File: src/rtl/tristate_bus_arbiter_if.sv
// Shared tristate bus control bundle.
// The arbiter drives enables; requesters drive levels.
interface tristate_bus_arbiter_if #(
  parameter int NUM_REQ = 4
);
  localparam int OW = (NUM_REQ > 1) ? $clog2(NUM_REQ) : 1;

  logic [NUM_REQ-1:0] req;
  logic [NUM_REQ-1:0] bus_en;
  logic [OW-1:0]      owner;
  logic               busy;

  modport master (
    input  req,
    output bus_en,
    output owner,
    output busy
  );

  modport slave (
    output req,
    input  bus_en,
    input  owner,
    input  busy
  );
endinterface

File: src/rtl/tristate_bus_arbiter.sv
// Round-robin owner selection for a shared tristate bus.
// Every handover is separated by a fixed idle turnaround gap.
module tristate_bus_arbiter #(
  parameter int NUM_REQ    = 4,
  parameter int MAX_HOLD   = 8,
  parameter int TURNAROUND = 1
) (
  input  logic                  clk,
  input  logic                  rst,
  tristate_bus_arbiter_if.master bus
);
  localparam int OW = (NUM_REQ > 1) ? $clog2(NUM_REQ) : 1;
  localparam int HW = $clog2(MAX_HOLD + 1);
  localparam int TW = $clog2(TURNAROUND + 1);

  typedef enum logic [1:0] {
    IDLE,
    GRANT,
    TURN
  } state_t;

  state_t state_q;
  state_t state_d;

  logic [OW-1:0]      ptr_q;
  logic [OW-1:0]      ptr_d;
  logic [OW-1:0]      owner_q;
  logic [OW-1:0]      owner_d;
  logic [HW-1:0]      hold_q;
  logic [HW-1:0]      hold_d;
  logic [HW-1:0]      hold_inc;
  logic [TW-1:0]      turn_q;
  logic [TW-1:0]      turn_d;
  logic [NUM_REQ-1:0] bus_en_q;
  logic [NUM_REQ-1:0] bus_en_d;
  logic               busy_q;
  logic               busy_d;

  logic [NUM_REQ-1:0] req;
  logic               win_vld;
  logic [OW-1:0]      win_idx;
  logic [OW-1:0]      ptr_nxt;

  assign req = bus.req;

  // First set request at or above ptr, wrapping.
  always_comb begin
    int            j;
    logic [OW-1:0] jj;
    win_vld = 1'b0;
    win_idx = '0;
    j       = 0;
    jj      = '0;
    for (int i = 0; i < NUM_REQ; i++) begin
      j  = (int'(ptr_q) + i) % NUM_REQ;
      jj = OW'(j);
      if (!win_vld && req[jj]) begin
        win_vld = 1'b1;
        win_idx = jj;
      end
    end
  end

  assign ptr_nxt = (owner_q == OW'(NUM_REQ - 1))
                 ? '0
                 : owner_q + OW'(1);

  assign hold_inc = hold_q + HW'(1);

  always_comb begin
    state_d = state_q;
    ptr_d   = ptr_q;
    owner_d = owner_q;
    hold_d  = hold_q;
    turn_d  = turn_q;
    unique case (state_q)
      IDLE: begin
        if (win_vld) begin
          state_d = GRANT;
          owner_d = win_idx;
          hold_d  = '0;
        end
      end
      GRANT: begin
        // Release and hold limit share one exit.
        if (!req[owner_q] ||
            hold_inc >= HW'(MAX_HOLD)) begin
          state_d = TURN;
          turn_d  = '0;
          ptr_d   = ptr_nxt;
        end else begin
          hold_d = hold_inc;
        end
      end
      TURN: begin
        if (turn_q == TW'(TURNAROUND - 1)) begin
          if (win_vld) begin
            state_d = GRANT;
            owner_d = win_idx;
            hold_d  = '0;
          end else begin
            state_d = IDLE;
          end
        end else begin
          turn_d = turn_q + TW'(1);
        end
      end
      default: begin
        state_d = IDLE;
      end
    endcase
  end

  always_comb begin
    busy_d   = (state_d == GRANT);
    bus_en_d = '0;
    for (int i = 0; i < NUM_REQ; i++) begin
      bus_en_d[i] = busy_d && (owner_d == OW'(i));
    end
  end

  always_ff @(posedge clk) begin
    if (rst) begin
      state_q  <= IDLE;
      ptr_q    <= '0;
      owner_q  <= '0;
      hold_q   <= '0;
      turn_q   <= '0;
      bus_en_q <= '0;
      busy_q   <= 1'b0;
    end else begin
      state_q  <= state_d;
      ptr_q    <= ptr_d;
      owner_q  <= owner_d;
      hold_q   <= hold_d;
      turn_q   <= turn_d;
      bus_en_q <= bus_en_d;
      busy_q   <= busy_d;
    end
  end

  assign bus.bus_en = bus_en_q;
  assign bus.owner  = owner_q;
  assign bus.busy   = busy_q;
endmodule
File: src/flat_wrapper.sv
// flat-port wrapper written by rule: the top's interface ports become plain ports
module tristate_bus_arbiter_flat 
#(
  parameter int NUM_REQ    = 4,
  parameter int MAX_HOLD   = 8,
  parameter int TURNAROUND = 1
)
  (clk, rst, bus_req, bus_bus_en, bus_owner, bus_busy);
  tristate_bus_arbiter_if #(.NUM_REQ(NUM_REQ)) bus_i ();
  input  logic clk;
  input  logic rst;
  input wire logic [$bits(bus_i.req)-1:0] bus_req;
  output wire logic [$bits(bus_i.bus_en)-1:0] bus_bus_en;
  output wire logic [$bits(bus_i.owner)-1:0] bus_owner;
  output wire logic [$bits(bus_i.busy)-1:0] bus_busy;
  assign bus_i.req = bus_req;
  assign bus_bus_en = bus_i.bus_en;
  assign bus_owner = bus_i.owner;
  assign bus_busy = bus_i.busy;
  tristate_bus_arbiter #(.NUM_REQ(NUM_REQ), .MAX_HOLD(MAX_HOLD), .TURNAROUND(TURNAROUND)) u_core (.clk(clk), .rst(rst), .bus(bus_i));
endmodule
File: config.mk
export PLATFORM = sky130hd
export DESIGN_NAME = tristate_bus_arbiter_flat
export DESIGN_NICKNAME = d
export VERILOG_FILES = /design/src/rtl/tristate_bus_arbiter_if.sv /design/src/rtl/tristate_bus_arbiter.sv /design/src/flat_wrapper.sv
export SDC_FILE = /design/constraint.sdc
export NUM_CORES = 1
export LEC_CHECK = 0
export CAP_MARGIN = 20
export CELL_PAD_IN_SITES_DETAIL_PLACEMENT = 1
export CELL_PAD_IN_SITES_GLOBAL_PLACEMENT = 2
export CORE_MARGIN = 8
export CORE_UTILIZATION = 30
export DETAILED_ROUTE_END_ITERATION = 8
export GPL_TIMING_DRIVEN = 0
export MAX_ROUTING_LAYER = met4
export PLACE_DENSITY = 0.77
export SLEW_MARGIN = 20
export SYNTH_ARGS = -nofsm -noshare
export SYNTH_HDL_FRONTEND = slang
export SYNTH_SLANG_ARGS = --single-unit
File: constraint.sdc
create_clock -name clk -period 2.2 [get_ports clk]
set_clock_uncertainty 0.2 [all_clocks]
set_input_delay 0.44 -clock clk [delete_from_list [all_inputs] [get_ports clk]]
set_output_delay 0.44 -clock clk [all_outputs]
set_load 0.02 [all_outputs]
* After elaboration in Yosys (flattened, before gate mapping)
Cells that the tools add are included.
Word-level totals: bits of input ports 6, output and inout bits 7, logic and storage cells 82, bits in registers 16
Operators by class: add/sub/neg operators 6, muxes and demuxes 34, equal/unequal tests 10, $lt $le $gt $ge 6, reductions and logical operators 19
Operator list (number):
- $mux W2 | 10
- $lt A2 B3 Y1 const B | 5
- $mux W1 | 12
- $mux W4 | 3
- $pmux W4 S3 | 1
- $bmux W1 S2 | 5
- $eq A2 B2 Y1 const B | 4
- $logic_and A1 B1 Y1 | 7
- $eq A2 B1 Y1 const B | 3
- $pmux W2 S3 | 1
- $add A2 B1 Y2 const B | 2
- $add A2 B2 Y2 const B | 2
- $add A4 B1 Y4 const B | 1
- $ge A4 B4 Y1 const B | 1
- $logic_not A1 Y1 | 4
- $logic_not A2 Y1 | 2
- $ne A2 B2 Y1 const B | 2
- $pmux W2 S2 | 1
- $reduce_and A2 Y1 | 2
- $reduce_and A3 Y1 | 1
- $reduce_bool A3 Y1 | 1
- $ne A2 B1 Y1 const B | 1
- $pmux W1 S2 | 1
- $reduce_bool A2 Y1 | 1
- 2 further kinds | 2

* Logic depth before layout (Yosys ltp)
depth in word-level cells 17, mapped depth 6, mapped depth without buffers 5

* Least setup slack after synthesis
Ideal clock, no wire load.
path kind reg-to-reg, from register u_core.owner_q[0] (netlist: u_core.bus.owner[0]), to register u_core.bus_en_q[0] (netlist: u_core.bus.bus_en[0]), required time 1.882 ns, stages on the path, launching flop included 6, path buffers 0, period minus slack after synthesis 2.093 ns, path slack 0.107 ns, arrival 1.775 ns, library setup time 0.118 ns, cell sequence dfxtp_1 mux4_1 o211ai_1 a21o_2 inv_1 and4b_2
Between the ends: longest elaborated chain between the ends 8, elaborated cells on any way between the ends 12, those cells by class eq/ne: 1; mux: 7; reduce/logical: 4
RTL lines:
- start: declaration | RTL line tristate_bus_arbiter.sv:27 | logic [OW-1:0] owner_q;
- start signal: assignment | RTL line tristate_bus_arbiter.sv:134 | owner_q <= owner_d;
- $bmux W1 S2 | RTL line tristate_bus_arbiter.sv:86 | if (!req[owner_q] ||
- $mux W1 (not written as such) | RTL line tristate_bus_arbiter.sv:86
- $logic_not A1 Y1 | RTL line tristate_bus_arbiter.sv:86
- $logic_or A1 B1 Y1 | RTL line tristate_bus_arbiter.sv:86
- $mux W2 | RTL line tristate_bus_arbiter.sv:86
- $pmux W2 S3 | RTL line tristate_bus_arbiter.sv:76 | unique case (state_q)
- $eq A2 B1 Y1 | RTL line tristate_bus_arbiter.sv:115 | busy_d = (state_d == GRANT);
- $logic_and A1 B1 Y1 (*) | RTL line tristate_bus_arbiter.sv:118 | bus_en_d[i] = busy_d && (owner_d == OW'(i));
- end signal: assignment | RTL line tristate_bus_arbiter.sv:137 | bus_en_q <= bus_en_d;
- end: declaration | RTL line tristate_bus_arbiter.sv:34 | logic [NUM_REQ-1:0] bus_en_q;
Mark *: on every way between the ends. The rest lies on a longest branch, timed or not. The select of a mux whose other input is x is not followed. A chain may end at the register's enable or synchronous reset.

* Final worst setup path
Ends and elaborated chain as after synthesis.

==> metrics list <==
- Sequential group share of total power: around half
* Unrepaired setup endpoints after global routing: false
* Ant diodes: 0
* Switching component of the power: 0.178 mW
* Final #Nets: between 90 and 100
* Number of synthesized register bits: 15
- Area of the placeable core: between 2000 and 2500 sq um
- Distinct cells, synth: 36
* Syn Area/Cell: between 9 and 10 sq um
* Post-DR vias/cell: 5.27
- Clock Root Buffer: clkbuf_4
- Top-level port count: 13
- In the global route stage, overall resource usage came out at 8.76%.
- Total of hold buffers inserted after clock tree synthesis: 0
* Period minus WS final: approximately 2.1 ns
- Data on the critical path arrives at its endpoint at about 2.1 ns.
- Clock insertion delay at the later pin of the skew report: slightly below 0.3 ns
* Reg2Reg Depth: 5
- After clock tree synthesis, the clock-pin slew on the worst setup and hold paths is roughly 0.1 ns.
* Pin count of the biggest net entering global routing: 11
- Clock tree synthesis found a total of 15 sinks.
- The first detailed-routing pass took 2 iterations.
- Initial core utilization: 31.9%
- Counting the fill cells in the layout gives roughly 270.
* Fraction of final layout cells with drive strength greater than 1: 14.4%
- The commonest cells after synthesis are 15 x dfxtp_1, 6 x a21oi_1, 5 x inv_1.
- The count of nets left with antenna violations once routing finished came out at 0.
* Pwr dens: ~660 nW/um^2
- Required time reported for the critical path endpoint: 2.19 ns
- In this run the worst hold path is classified as reg2reg.
* Dominant register cell in the synthesized netlist: dfxtp_1
* Pins Over Slew Limit: 0
* IO buf count: 12
- For the pin with the worst max-slew slack, the measured transition is between 0.4 and 0.5 ns.
- In this run the number of H-tree levels came out at 1.
- Leakage dissipation: 0.343 nW
- Area growth from synthesis to final layout: 27.3%
- Die Wd: 64.5 um
- Clock network power share: 28.1%
- The final route contains just over 600 vias.
* Cell taking the most area after synthesis: dfxtp_1
- Sequential cells were found to cover a little over two fifths of the synthesized design area.
- CTS tree: built
- Dominant cells by area after synthesis: dfxtp_1 43%, a21oi_1 4.3%, mux4_1 3.7%
* Final hold viol count: 0
- Final cycle utilization of the critical path: between 90% and 100%
- Derived from the worst setup path, the maximum achievable clock frequency is around 490 MHz.
- Synthesis produced 73 cells.
* Most frequent cell after synthesis: dfxtp_1
* Run status: finished clean
* Standard-cell row count: 17
- Counting flops with a built-in enable in the synthesized netlist gives 0.
* Number of cells on the worst hold path: 1
- Number of max-capacitance violations reported: 0
- Clock tree synthesis inserted a total of 3 buffers.
- Placer congestion estimate: roughly 0.74
* Net switching fraction of the power: 29.9%
* Die Y: about 65 um
- Counting along the longest clock path gives a buffer depth of 2.
- Share of flip-flops with an asynchronous set or reset: 0%
- Prior to clock tree synthesis, the placed netlist has a worst setup slack of -0.426 ns.
- Number of global-route vias before repair: ~600
- The first routing iteration left 8 violations.
- Headroom to the max-slew limit: between 60% and 70%
- Min setup slack post-route: roughly 0.14 ns
- Net count after synthesis: ~80
- Post-detailed-route wirelength per cell: between 10 and 15 um
- Global-route wire length before repair: roughly 2.8 mm
* Proportion of netlist area held by the largest area contributor: about 43%
* Detailed placer's ending HPWL: 1.29 mm
- Total gr overflow: 0
- The number of antenna violations at the first check in global routing came to 0.
- Internal power: a little over 0.4 mW
- Worst vdd ir: approximately 270 uV
- Yosys printed 0 warnings.
- Endpoint type of the worst setup path: register
- In this run the worst path has a maximum fanout of 5.
- Startpoint class of the critical path: register
* Drc violations: 0
* Total Wirelength: about 1.7 mm
- The die covers approximately 4200 sq um.
* Final Setup Violations: 0
- Mapped Area: approximately 700 sq um
* Fraction of power consumed by combinational cells: about a fifth
- Final total negative setup slack: 0 ns
- Class of the most critical setup path: reg2reg
## cells in the final DEF, fill, tap and decap left out, types with 3 or more instances in the layout
master and instances:
clkdlybuf4s50_1 8, clkbuf_4 3, o21ai_0 4, nand2_1 3, dlygate4sd2_1 4, nor2_1 3
a21oi_1 6, dfxtp_1 15, inv_1 5, nand2b_1 3
## cell type report
class                      instances  area (sq um)  share of cell area [%]
clock buffer                       3          22.5                    2.51
multi-input combinational         51           385                    42.9
sequential                        15           300                    33.4
clock inverter                     1          5.00                   0.557
buffer                             2          8.76                   0.975
tap                               28          35.0                    3.90
inverter                           5          18.8                    2.09
timing repair buffer              13           123                    13.6
## what timing repair did
item | 4_1_cts | 5_1_grt
resized for setup | 5 | 0
buffers inserted | 1 | 0
endpoints found under the setup margin | 4 | 0
## power groups by stage
stage	registers, mW	logic (mW)	clock network [mW]
after floorplan	0.318	0.0628	0
after global placement	0.308	0.122	0
after detailed placement	0.309	0.124	0
after CTS	0.303	0.127	0.175
after global routing	0.304	0.138	0.185
final	0.302	0.125	0.166
## final timing paths
kind | start | to | slack (ns)
setup / recovery | u_core.bus.owner[0] | u_core.bus.bus_en[0] | 0.14
hold / removal | u_core.hold_q[3] | u_core.hold_q[3] | 0.30
setup reg to reg | u_core.bus.owner[0] | u_core.bus.bus_en[0] | 0.14
hold reg to reg | u_core.hold_q[3] | u_core.hold_q[3] | 0.30
## layer usage
layer / vias up / wire [um] / track usage, %
li1: 312 / - / -
met1: 294 / 775 / 9.14
met2: 11 / 745 / 13.7
met3: 5 / 98 / 3.26
met4: 0 / 38 / 5.72
met5: - / 0 / -
## cells by family (layout without fill, tap and decap cells)
kind of cell,count (synthesis),count (layout),share of synthesized area [%]
DFF,15,15,42.6
adders and majority gates,2,2,3.55
and+or+nand+nor,25,25,23.2
AOI/OAI and AO/OA,22,22,21.6
buffers and inverters,7,24,3.90
muxes,2,2,5.14
## worst max-delay path, stage by stage, from the launching register on
cell and delay (ns):
dfxtp_1 0.43, mux4_1 0.63, o211ai_1 0.19, a21o_2 0.23
inv_1 0.06, and4b_2 0.22
## metrics by stage
stage	util (%)	area [sq um]	std cells	hold WS (ns)	power (mW)
2_1_floorplan	-	706	73	0.268	0.381
3_3_place_gp	38.9	861	113	0.284	0.430
3_5_place_dp	38.9	861	113	0.291	0.433
4_1_cts	40.6	898	118	0.305	0.604
5_1_grt	40.6	898	118	0.330	0.626
6_report	40.6	898	118	0.305	0.593
## flip-flops by register name, summed over array words and instances (netlist names)
name               cells
u_core.hold_q          4
u_core.bus.busy        1
u_core.ptr_q           2
u_core.bus.owner       2
u_core.bus.bus_en      4
u_core.state_q         2
No activity file was read; power rests on OpenSTA's default activity.
